## src/rtl/ps2_pkg.sv

```systemverilog
// Shared types and helpers for the PS/2 keyboard receive path.
package ps2_pkg;

    localparam int unsigned TMO_W     = 16;
    localparam int unsigned BIT_CNT_W = 3;

    localparam logic [7:0] PS2_EXT = 8'hE0;
    localparam logic [7:0] PS2_BRK = 8'hF0;

    typedef enum logic [1:0] {
        IDLE   = 2'd0,
        DATA   = 2'd1,
        PARITY = 2'd2,
        STOP   = 2'd3
    } frame_state_e;

    // True when data plus parity bit hold an odd number of ones.
    function automatic logic odd_parity_ok(input logic [7:0] data, input logic par);
        return ^{data, par};
    endfunction

endpackage

```

## src/rtl/ps2_line_filter.sv

```systemverilog
// Synchronises one raw PS/2 pin, removes short glitches and flags
// falling edges of the filtered level.
module ps2_line_filter #(
    parameter int unsigned FILT = 4
) (
    input  logic clk,
    input  logic reset,
    input  logic line,
    output logic level,
    output logic fall
);

    localparam int unsigned CNT_W = 4;

    logic             sync1;
    logic             sync2;
    logic             level_d;
    logic [CNT_W-1:0] cnt;

    // Level flips only after FILT consecutive samples disagree with it.
    always_ff @(posedge clk or negedge reset) begin
        if (!reset) begin
            sync1   <= 1'b1;
            sync2   <= 1'b1;
            level   <= 1'b1;
            level_d <= 1'b1;
            cnt     <= '0;
            fall    <= 1'b0;
        end else begin
            sync1   <= line;
            sync2   <= sync1;
            level_d <= level;
            fall    <= level_d & ~level;
            if (sync2 != level) begin
                if (cnt == CNT_W'(FILT - 1)) begin
                    level <= sync2;
                    cnt   <= '0;
                end else begin
                    cnt <= cnt + CNT_W'(1);
                end
            end else begin
                cnt <= '0;
            end
        end
    end

endmodule

```

## src/rtl/ps2_scan_rx.sv

```systemverilog
// PS/2 keyboard receiver: frame capture with parity/stop/timeout checks
// and E0/F0 prefix folding into single key-event strobes.
module ps2_scan_rx
    import ps2_pkg::*;
#(
    parameter int unsigned FILT    = 4,
    parameter int unsigned TIMEOUT = 50000
) (
    input  logic       clk,
    input  logic       reset,
    input  logic       ps2clk,
    input  logic       ps2data,
    output logic [7:0] scancode,
    output logic       flagkey,
    output logic       released,
    output logic       extended,
    output logic       err
);

    logic fall;
    logic data;
    logic clk_level_unused;
    logic data_fall_unused;

    ps2_line_filter #(.FILT(FILT)) u_clk_filt (
        .clk   (clk),
        .reset (reset),
        .line  (ps2clk),
        .level (clk_level_unused),
        .fall  (fall)
    );

    ps2_line_filter #(.FILT(FILT)) u_data_filt (
        .clk   (clk),
        .reset (reset),
        .line  (ps2data),
        .level (data),
        .fall  (data_fall_unused)
    );

    frame_state_e         state_q, state_d;
    logic [BIT_CNT_W-1:0] bit_cnt_q, bit_cnt_d;
    logic [7:0]           shift_q, shift_d;
    logic                 par_q, par_d;
    logic [TMO_W-1:0]     tmo_q, tmo_d;
    logic                 byte_vld_c;
    logic                 frame_err_c;
    logic                 fsm_err_c;

    logic                 byte_vld_q;
    logic                 frame_err_q;
    logic                 ext_pend;
    logic                 brk_pend;

    always_ff @(posedge clk or negedge reset) begin
        if (!reset) begin
            state_q   <= IDLE;
            bit_cnt_q <= '0;
            shift_q   <= '0;
            par_q     <= 1'b0;
            tmo_q     <= '0;
        end else begin
            state_q   <= state_d;
            bit_cnt_q <= bit_cnt_d;
            shift_q   <= shift_d;
            par_q     <= par_d;
            tmo_q     <= tmo_d;
        end
    end

    // Frame capture, bit counting and inactivity timeout.
    always_comb begin
        state_d     = state_q;
        bit_cnt_d   = bit_cnt_q;
        shift_d     = shift_q;
        par_d       = par_q;
        tmo_d       = '0;
        byte_vld_c  = 1'b0;
        frame_err_c = 1'b0;
        fsm_err_c   = 1'b0;

        if (state_q != IDLE && !fall) begin
            tmo_d = tmo_q + TMO_W'(1);
        end

        case (state_q)
            IDLE: begin
                if (fall) begin
                    if (!data) begin
                        state_d   = DATA;
                        bit_cnt_d = '0;
                    end else begin
                        fsm_err_c = 1'b1;
                    end
                end
            end
            DATA: begin
                if (fall) begin
                    shift_d   = {data, shift_q[7:1]};
                    bit_cnt_d = bit_cnt_q + BIT_CNT_W'(1);
                    if (bit_cnt_q == BIT_CNT_W'(7)) begin
                        state_d = PARITY;
                    end
                end
            end
            PARITY: begin
                if (fall) begin
                    par_d   = data;
                    state_d = STOP;
                end
            end
            STOP: begin
                if (fall) begin
                    state_d = IDLE;
                    if (data && odd_parity_ok(shift_q, par_q)) begin
                        byte_vld_c = 1'b1;
                    end else begin
                        frame_err_c = 1'b1;
                    end
                end
            end
            default: state_d = IDLE;
        endcase

        if (state_q != IDLE && !fall && tmo_q == TMO_W'(TIMEOUT - 1)) begin
            state_d   = IDLE;
            tmo_d     = '0;
            fsm_err_c = 1'b1;
        end
    end

    // Prefix folding and event/error strobes; frame errors are delayed one
    // cycle so they line up with the good-byte event latency.
    always_ff @(posedge clk or negedge reset) begin
        if (!reset) begin
            byte_vld_q  <= 1'b0;
            frame_err_q <= 1'b0;
            ext_pend    <= 1'b0;
            brk_pend    <= 1'b0;
            scancode    <= '0;
            flagkey     <= 1'b0;
            released    <= 1'b0;
            extended    <= 1'b0;
            err         <= 1'b0;
        end else begin
            byte_vld_q  <= byte_vld_c;
            frame_err_q <= frame_err_c;
            flagkey     <= 1'b0;
            err         <= fsm_err_c | frame_err_q;
            if (fsm_err_c || frame_err_q) begin
                ext_pend <= 1'b0;
                brk_pend <= 1'b0;
            end else if (byte_vld_q) begin
                if (shift_q == PS2_EXT) begin
                    ext_pend <= 1'b1;
                end else if (shift_q == PS2_BRK) begin
                    brk_pend <= 1'b1;
                end else begin
                    scancode <= shift_q;
                    extended <= ext_pend;
                    released <= brk_pend;
                    flagkey  <= 1'b1;
                    ext_pend <= 1'b0;
                    brk_pend <= 1'b0;
                end
            end
        end
    end

endmodule

```

## config.mk

```make
export PLATFORM = sky130hd
export DESIGN_NAME = ps2_scan_rx
export DESIGN_NICKNAME = d
export VERILOG_FILES = /design/src/rtl/ps2_pkg.sv /design/src/rtl/ps2_line_filter.sv /design/src/rtl/ps2_scan_rx.sv
export SDC_FILE = /design/constraint.sdc
export NUM_CORES = 1
export LEC_CHECK = 0
export ABC_AREA = 1
export CORE_ASPECT_RATIO = 1.75
export CORE_MARGIN = 3
export CORE_UTILIZATION = 25
export DETAILED_ROUTE_END_ITERATION = 10
export SYNTH_ARGS = -nofsm -noshare
export SYNTH_HDL_FRONTEND = slang
export SYNTH_SLANG_ARGS = --single-unit
export TNS_END_PERCENT = 100
```

## constraint.sdc

```tcl
create_clock -name clk -period 4.7 [get_ports clk]
set_input_delay 0.94 -clock clk [delete_from_list [all_inputs] [get_ports clk]]
set_output_delay 0.94 -clock clk [all_outputs]
set_load 0.02 [all_outputs]
```

# == Word level (Yosys, flattened, before mapping) ==
# Index checks and enable logic that the tools add are counted.
# word_totals
ff_bits,62
latch_bits,0
mem_bits_rw,0
rom_bits,0
inputBits,4
out_inout_bits,12
word_cells,115
mem_count,0
# classes
add_sub_neg,4
multipliers,0
div_mod_pow,0
n_lt_le_gt_ge,0
eq_ne,22
shifts,0
n_mux,40
bitwise_logic,6
n_reduce_logical,19
# op_table
cell,n
$mux W16,2
$mux W1,22
$add A16 B1 Y16 const B,1
$eq A16 B16 Y1 const B,1
$eq A8 B8 Y1 const B,2
$mux W4,4
$mux W2,7
$ne A3 B2 Y1 const B,4
$reduce_and A2 Y1,6
$mux W3,3
$ne A3 B3 Y1 const B,3
$reduce_xor A9 Y1,1
$add A4 B1 Y4 const B,2
$eq A4 B2 Y1 const B,2
$pmux W2 S4,1
$reduce_and A4 Y1,2
$pmux W3 S2,1
$reduce_and A6 Y1,1
$reduce_bool A2 Y1,3
$eq A2 B2 Y1 const B,2
$ne A2 B1 Y1 const B,2
$ne A2 B2 Y1 const B,2
$not A1 Y1,4
$add A3 B1 Y3 const B,1
9 further kinds,12

# == Longest topological paths before layout ==
# Gate-level depths: netlist (run 1).
# logic_depth
ltp_word,7
depth_mapped,11
ltp_nobuf,11

# == By module ==
# From an unflattened synthesis (run 1), not the netlist that was laid out.
# hier_totals
cells_unflattened,363
hier_area_um2,3089.2
# by_module_without_submodules
module,n_inst,cells_per_inst,area_each_um2,seq_area_each_um2
ps2_scan_rx,1,299,2396.0,1151.1
ps2_line_filter,2,32,346.6,230.2

# == Least setup slack after synthesis (run 1) ==
# Ideal clock, no wire load.
# synth_path
path_kind,register to register
startpoint,register state_q[0]
endpoint,register scancode[5]
setup_time_ns,0.123
t_arrival_ns,1.487
required_time_ns,4.577
setup_slack_ns,3.090
path_stages_with_launch,12
path_buffers,1
period_less_slack_ns,1.610
cell_sequence,dfrtp_1 > inv_1 > ha_1 > nor2_4 > nand3_2 > nor2_2 > nand2_4 > nand2_4 > nor2_2 > buf_6 > nand2_1 > nand2_1
# synth_between
elab_chain_cells,7
word_cells_on_any_way,9
cone_classes,2 x mux; 1 x bitwise; 6 x reduce/logical
# synth_rtl
item,line,source
"start, declared",ps2_scan_rx.sv:41,"frame_state_e state_q, state_d;"
"start signal, assigned",ps2_scan_rx.sv:63,state_q <= state_d;
$reduce_bool A2 Y1,ps2_scan_rx.sv:125,if (state_q != IDLE && !fall && tmo_q == TMO_W'(TIMEOUT - 1)) begin
$logic_and A1 B1 Y1 (2 in series),ps2_scan_rx.sv:125,
$mux W1 (*),ps2_scan_rx.sv:125,
$logic_or A1 B1 Y1 (*),ps2_scan_rx.sv:150,if (fsm_err_c || frame_err_q) begin
$not A1 Y1 (no line) (*),-,
$reduce_and A4 Y1 (no line) (*),-,
"end signal, assigned",ps2_scan_rx.sv:159,scancode <= shift_q;
"end, declared",ps2_scan_rx.sv:13,"output logic [7:0] scancode,"
# Mark *: on every way between the ends. The rest lies on a longest branch, timed or not.
# A chain may end at the register's enable or synchronous reset.

# == Worst setup path in the final report (run 1) ==
# layout_path
startpoint,register scancode[3]
endpoint,output port scancode[3]
# No word-level cell between the ends.

==> results by group, run 1 <==
Place
  – Post-DP Area: 0.00323 mm²
  – Hpwl dp: between 3000 and 4000 µm
  – Buffers on Ports: 15
  – GP Congestion: between 0.8 and 0.9

Clocking
  – Cts hold-fix bufs: 0
  – TritonCTS clock tree: yes
  – Setup bufs post-CTS: 0
  – CTS Buf Count: 9
  – Worst skew pair latency: ~0.34 ns
  – Root Driver: clkbuf_16
  – Clock Sinks: between 60 and 70
  – Post-CTS Resized: 0
  – Reg clk slew, reported paths: around 0.050 ns
  – Htree depth: 3
  – Clk buf depth: 2

Critical path
  – Crit Reg-Reg Endpoint: scancode[0]$_DFFE_PN0P_
  – CP max stage delay: 0.60 ns
  – Crit end category: output port
  – CP max FO: 2
  – CP required: 3.76 ns
  – Slowest library cell on the worst path: clkdlybuf4s50_1
  – CP startpoint: scancode[3]$_DFFE_PN0P_
  – Delay-heaviest family, CP: buffers and inverters
  – R2r startpoint: state_q[0]$_DFFE_PN0P_
  – CP bufs+invs: 1
  – Worst setup path end: scancode[3]
  – R2R depth: 9
  – Crit path DAT: approximately 1.3 ns
  – Worst setup SP type: register
  – WS Path Type: reg2out
  – CP Cell Sequence: clkdlybuf4s50_1
  – Critical path depth in cells: 1
  – Reg2Reg Setup Slack: 2.83 ns

Yosys
  – Flops & latches, synth: 62
  – Synth Warn #: 0
  – Syn_nets: 348
  – Syn Area/Cell: 8.81 µm²
  – Unique masters post-synth: 34
  – Sequential fraction of the synthesis area: 53.0%
  – Synthesized instance count: between 300 and 400
  – Leading post-synthesis cells by cell area: dfrtp_1 47%, nand2_1 9.7%, dfstp_2 6.2%
  – Mapped Area: slightly below 0.003 mm²
  – Synth area leader: dfrtp_1
  – Synth top area share: roughly 47%

Power
  – Leak Pwr: between 1.5 and 2 nW
  – IR drop worst, VDD: roughly 0.25 mV
  – Pwr Total: roughly 1.9 mW
  – Power density cells: between 500 and 600 mW/mm²

Finish
  – Area grow syn2layout: 20.9%
  – Commonest non-fill, non-tap cell in the layout: nand2_1
  – Fraction of layout cells with a size suffix above 1: under 10%
  – Most frequent cells in the layout: 76 x nand2_1, 55 x dfrtp_1, 42 x nor2_1
  – Register area: about 0.0016 mm²
  – Multi-input gate area: about 0.0012 mm²
  – Diode count: 0
  – Fill cells: ~1100
  – Nets@finish: 370
  – Design Area, Final: roughly 0.0036 mm²

Floorplan
  – Chip Width: about 90 µm
  – CORE AREA: 0.0113 mm²
  – # rows: just over 50
  – Die H: around 150 µm
  – DIE AREA: 0.0132 mm²
  – I/O pin count: 16
  – Starting Density: 26.1%

Worst hold path
  – Worst hold path class: reg2reg

STA
  – Worst Tran Pin Value: just under 0.8 ns
  – Worst hold slack: between 0.3 and 0.4 ns
  – Clk_skew: 0.00720 ns
  – Final Max Tran Viols: 0
  – Final hold vios: 0
  – Final setup TNS: 0 ns
  – Setup violations, final: 0
  – Fmax: roughly 450 MHz
  – Slew Limit Headroom: a little under half
  – Tcrit/Tclk final: between 40 and 50%
  – RSZ-0062 raised after global routing: false
  – Min Clock Period, post-route: around 2.2 ns

GRT
  – Initial antenna violation count: 0
  – GRT overflow: 0
  – All-Layer GR Usage: roughly a tenth
  – First-pass GRT wire length: just under 10000 µm
  – Vias in the first global route: ~2200
  – Largest net degree at the start of global routing: 63

Detailed routing
  – Initial DRT Pass Iterations: 4
  – Remaining DRCs: 0
  – Number of vias per cell: ~4.3
  – Via Count: between 2000 and 2500
  – WL final: 5470 µm
  – Initial DRC count: between 90 and 100
  – WL/cell: ~11 µm
  – Post-route ant nets: 0

Outcome
  – Status: finished clean

Run
  – Max Cap Viol: 0
synthesized netlist by cell type, drive strengths merged:
cell / number
a211oi: 1
a21oi: 9
a31oi: 2
a32o: 2
and2: 1
and3: 1
buf: 4
clkbuf: 1
dfrtp: 55
dfstp: 7
ha: 10
inv: 40
mux2: 1
nand2: 79
nand3: 17
nand4: 3
nor2: 45
nor3: 7
nor3b: 2
o2111ai: 2
o21ai: 23
o21bai: 1
o31ai: 1
or2: 5
xnor2: 7
xor2: 8
layer usage:
metal  share of wire, %  GRT usage [%]  vias up
met4                4.0           6.96        0
li1                   -              -     1106
met5                  0              0        -
met3                3.3           2.48       13
met1                 40           9.76      994
met2                 52           16.8       26
registers in the layout (all words and copies together) (netlist names), 2 cells and up:
| name | count |
|---|---|
| state_q | 2 |
| u_clk_filt.cnt | 4 |
| tmo_q | 16 |
| scancode | 8 |
| u_data_filt.cnt | 4 |
| bit_cnt_q | 3 |
| shift_q | 8 |
kinds of logic after synthesis:
| family | count (synthesis) | share of synthesized area, % |
|---|---|---|
| flip-flops | 62 | 53.0 |
| buffers and inverters | 45 | 6.29 |
| adder cells (fa/ha/maj) | 10 | 4.25 |
| multiplexers | 1 | 0.382 |
| XOR/XNOR | 15 | 4.46 |
| AND/OR/NAND/NOR | 160 | 23.7 |
| AO/OA/AOI/OAI | 41 | 7.91 |
cell type report:
cell class                      instances  share of cell area [%]
Clock buffer                           10                    6.71
Clock inverter                          6                    2.64
Multi-Input combinational cell        227                    33.7
Tap cell                              132                    4.64
Sequential cell                        62                    43.8
Inverter                               40                    4.22
Timing Repair Buffer                   16                    4.29
power breakdown:
part / internal [mW] / total [mW] / leakage, nW / switching (mW)
registers: 0.645 / 0.737 / 0.821 / 0.0927
logic: 0.186 / 0.489 / 0.726 / 0.303
clock network: 0.481 / 0.722 / 0.159 / 0.241
total: 1.31 / 1.95 / 1.71 / 0.637
how the worst min path moves through the flow:
stage,to,start,depth (start not counted)
4_1_cts,u_clk_filt.sync2$_DFF_PN1_,u_clk_filt.sync1$_DFF_PN1_,0
5_1_grt,u_clk_filt.sync2$_DFF_PN1_,u_clk_filt.sync1$_DFF_PN1_,0
2_1_floorplan,u_clk_filt.sync2$_DFF_PN1_,u_clk_filt.sync1$_DFF_PN1_,0
3_5_place_dp,u_clk_filt.sync2$_DFF_PN1_,u_clk_filt.sync1$_DFF_PN1_,0
3_3_place_gp,u_clk_filt.sync2$_DFF_PN1_,u_clk_filt.sync1$_DFF_PN1_,0
6_report,u_clk_filt.sync2$_DFF_PN1_,u_clk_filt.sync1$_DFF_PN1_,0
per-stage QoR:
stage | utilization (%) | instances | worst slack [ns]
final | 31.5 | 493 | 2.49
after global placement | 28.6 | 477 | 2.84
after detailed placement | 28.6 | 477 | 2.82
after global routing | 31.5 | 493 | 2.42
after CTS | 31.5 | 493 | 2.46
after floorplan | - | 334 | 3.09
(Power assumes the default switching activity.)
==> inputs of run 2 (changes only) <==
==> constraint.sdc (replaced) <==
create_clock -name clk -period 2.1 [get_ports clk]
set_input_delay 0.42 -clock clk [delete_from_list [all_inputs] [get_ports clk]]
set_output_delay 0.42 -clock clk [all_outputs]
set_load 0.02 [all_outputs]
==> results by group, run 2 (synthesized netlist as in run 1, its figures left out) <==
Outcome
  – Status: finished clean

Floorplan
  – Chip Width: just under 90 µm
  – Die H: about 150 µm
  – Starting Density: a little over a quarter
  – CORE AREA: between 0.01 and 0.015 mm²
  – DIE AREA: approximately 0.013 mm²
  – # rows: 51
  – I/O pin count: 16

GRT
  – Met3 Use GR: between 2 and 2.5%
  – First-pass GRT wire length: 9650 µm
  – Largest net degree at the start of global routing: 63
  – GRT overflow: 0
  – Top Usage Layer GRT: met2
  – Initial antenna violation count: 0
  – M1 GR Usage: under 10%
  – All-Layer GR Usage: a little under a tenth
  – Vias in the first global route: between 2000 and 2500
  – GR met2 Demand/Resource: roughly 17%

Clocking
  – Root Driver: clkbuf_16
  – TritonCTS clock tree: yes
  – Clk buf depth: 2
  – Setup bufs post-CTS: 0
  – Cts hold-fix bufs: 0
  – CTS Buf Count: 9
  – Reg clk slew, reported paths: ~0.05 ns
  – Htree depth: 3
  – Post-CTS Resized: 0
  – Clock Sinks: 62
  – Worst skew pair latency: 0.33 ns

Finish
  – Most frequent cells in the layout: 76 x nand2_1, 55 x dfrtp_1, 42 x nor2_1
  – Fraction of layout cells with a size suffix above 1: 10.2%
  – Biggest regs: tmo_q: 16 flops, scancode: 8 flops, shift_q: 8 flops
  – Final Core Density: a little under a third
  – Design Area, Final: about 0.0036 mm²
  – Area grow syn2layout: 20.8%
  – Max reg flops: 16
  – Nets@finish: approximately 370
  – Most flop-heavy register: tmo_q
  – Diode count: 0
  – Commonest non-fill, non-tap cell in the layout: nand2_1

Power
  – IR drop worst, VDD: 0.540 mV
  – Combinational group share of total power: 26.0%
  – Power density cells: 1180 mW/mm²
  – Switching pwr: roughly 1.4 mW
  – Clk network pwr share: 34.7%
  – Sw Ratio: approximately a third
  – Leak Pwr: between 1.5 and 2 nW
  – Reg power frac: roughly two fifths
  – Pwr Total: between 4 and 5 mW
  – Int Pwr: between 2 and 3 mW

Detailed routing
  – Number of vias per cell: 4.40
  – Initial DRC count: between 90 and 100
  – Via Count: ~2200
  – Post-route ant nets: 0
  – Initial DRT Pass Iterations: 4
  – WL/cell: approximately 11 µm
  – WL final: between 5000 and 6000 µm
  – Remaining DRCs: 0

Critical path
  – CP max stage delay: between 0.3 and 0.4 ns
  – Worst setup SP type: register
  – WS Path Type: reg2reg
  – Slowest library cell on the worst path: dfrtp_1
  – Crit end category: register
  – CP required: around 2.4 ns
  – CP Cell Sequence: inv_1 -> ha_1 -> nor2_4 -> nand3_2 -> nor2_2 -> nand2_4 -> nand2_4 -> nor2_2 -> nand2_1 -> nand2_1
  – CP max FO: 16
  – Crit path DAT: roughly 2.1 ns

Place
  – Post-DP Area: between 0.003 and 0.004 mm²
  – Buffers on Ports: 15
  – GP Congestion: between 0.8 and 0.9
  – Hpwl dp: just under 4000 µm

Run
  – Max Cap Viol: 0

STA
  – Tcrit/Tclk final: between 80% and 90%
  – Min Clock Period, post-route: 1.81 ns
  – Final setup TNS: 0 ns
  – Setup violations, final: 0
  – Clk_skew: 0.00760 ns
  – Worst Tran Pin Value: approximately 0.38 ns
  – Slew Limit Headroom: 74.5%
  – Fmax: 552 MHz
  – RSZ-0062 raised after global routing: false
  – Final hold vios: 0
  – Final Max Tran Viols: 0

Worst hold path
  – Worst hold path class: in2async
==> run 2: path summary, 6_finish.rpt <==
path | from | cells after the start | end | slack [ns]
setup / recovery | state_q[0]$_DFFE_PN0P_ | 10 | scancode[1]$_DFFE_PN0P_ | 0.29
hold / removal | reset | 2 | tmo_q[6]$_DFF_PN0_ | 0.09
setup reg to reg | state_q[0]$_DFFE_PN0P_ | 10 | scancode[1]$_DFFE_PN0P_ | 0.29
hold reg to reg | u_data_filt.sync1$_DFF_PN1_ | 0 | u_data_filt.sync2$_DFF_PN1_ | 0.35
max in group asynchronous | reset | 2 | u_data_filt.level$_DFFE_PN1P_ | 1.69
min in group clk | u_data_filt.sync1$_DFF_PN1_ | 0 | u_data_filt.sync2$_DFF_PN1_ | 0.35
==> run 2: final cells by class <==
cell class / count / area, µm²
clock inverter: 5 / 60.1
clock buffer: 11 / 243
timing repair buffer: 18 / 180
fill: 1144 / 7740
multi-input combinational: 227 / 1200
sequential: 62 / 1560
tap: 132 / 165
inverter: 40 / 150
==> run 2: power groups by stage <==
stage | Sequential, mW | Clock [mW] | Combinational [mW]
4_1_cts | 1.66 | 1.50 | 1.11
2_1_floorplan | 1.64 | 0 | 0.837
6_report | 1.65 | 1.46 | 1.09
3_3_place_gp | 1.66 | 0 | 1.07
5_1_grt | 1.69 | 1.55 | 1.28
3_5_place_dp | 1.67 | 0 | 1.11
==> run 2: per-layer routing <==
layer	wire (µm)	share of wire [%]
met3	166	3.1
met5	0	0
met2	3010	55
met1	2150	40
met4	106	2.0
==> run 2: metrics by stage <==
stage | hold slack [ns] | setup slack, ns | std cells
final | 0.0921 | 0.289 | 495
after floorplan | 0.124 | 0.490 | 334
after global routing | 0.134 | 0.0694 | 495
after CTS | 0.113 | 0.258 | 495
after detailed placement | 0.347 | 0.263 | 479
after global placement | 0.347 | 0.348 | 479
==> run 2: worst max-delay path, delay by kind of cell (launching register included) <==
kind	cells	cell delay (ns)
buf+inv	1	0.12
fa+ha+maj	1	0.26
flops	1	0.39
simple gates	8	0.98
==> inputs of run 3 (changes only) <==
--- a/config.mk
+++ b/config.mk
@@ -9,6 +9,7 @@
 export CORE_ASPECT_RATIO = 1.75
 export CORE_MARGIN = 3
 export CORE_UTILIZATION = 25
+export CTS_CLUSTER_DIAMETER = 200
 export DETAILED_ROUTE_END_ITERATION = 10
 export SYNTH_ARGS = -nofsm -noshare
 export SYNTH_HDL_FRONTEND = slang
==> results of run 3 <==
Same layout as run 2: the final DEF is identical, and so are final timing and power.
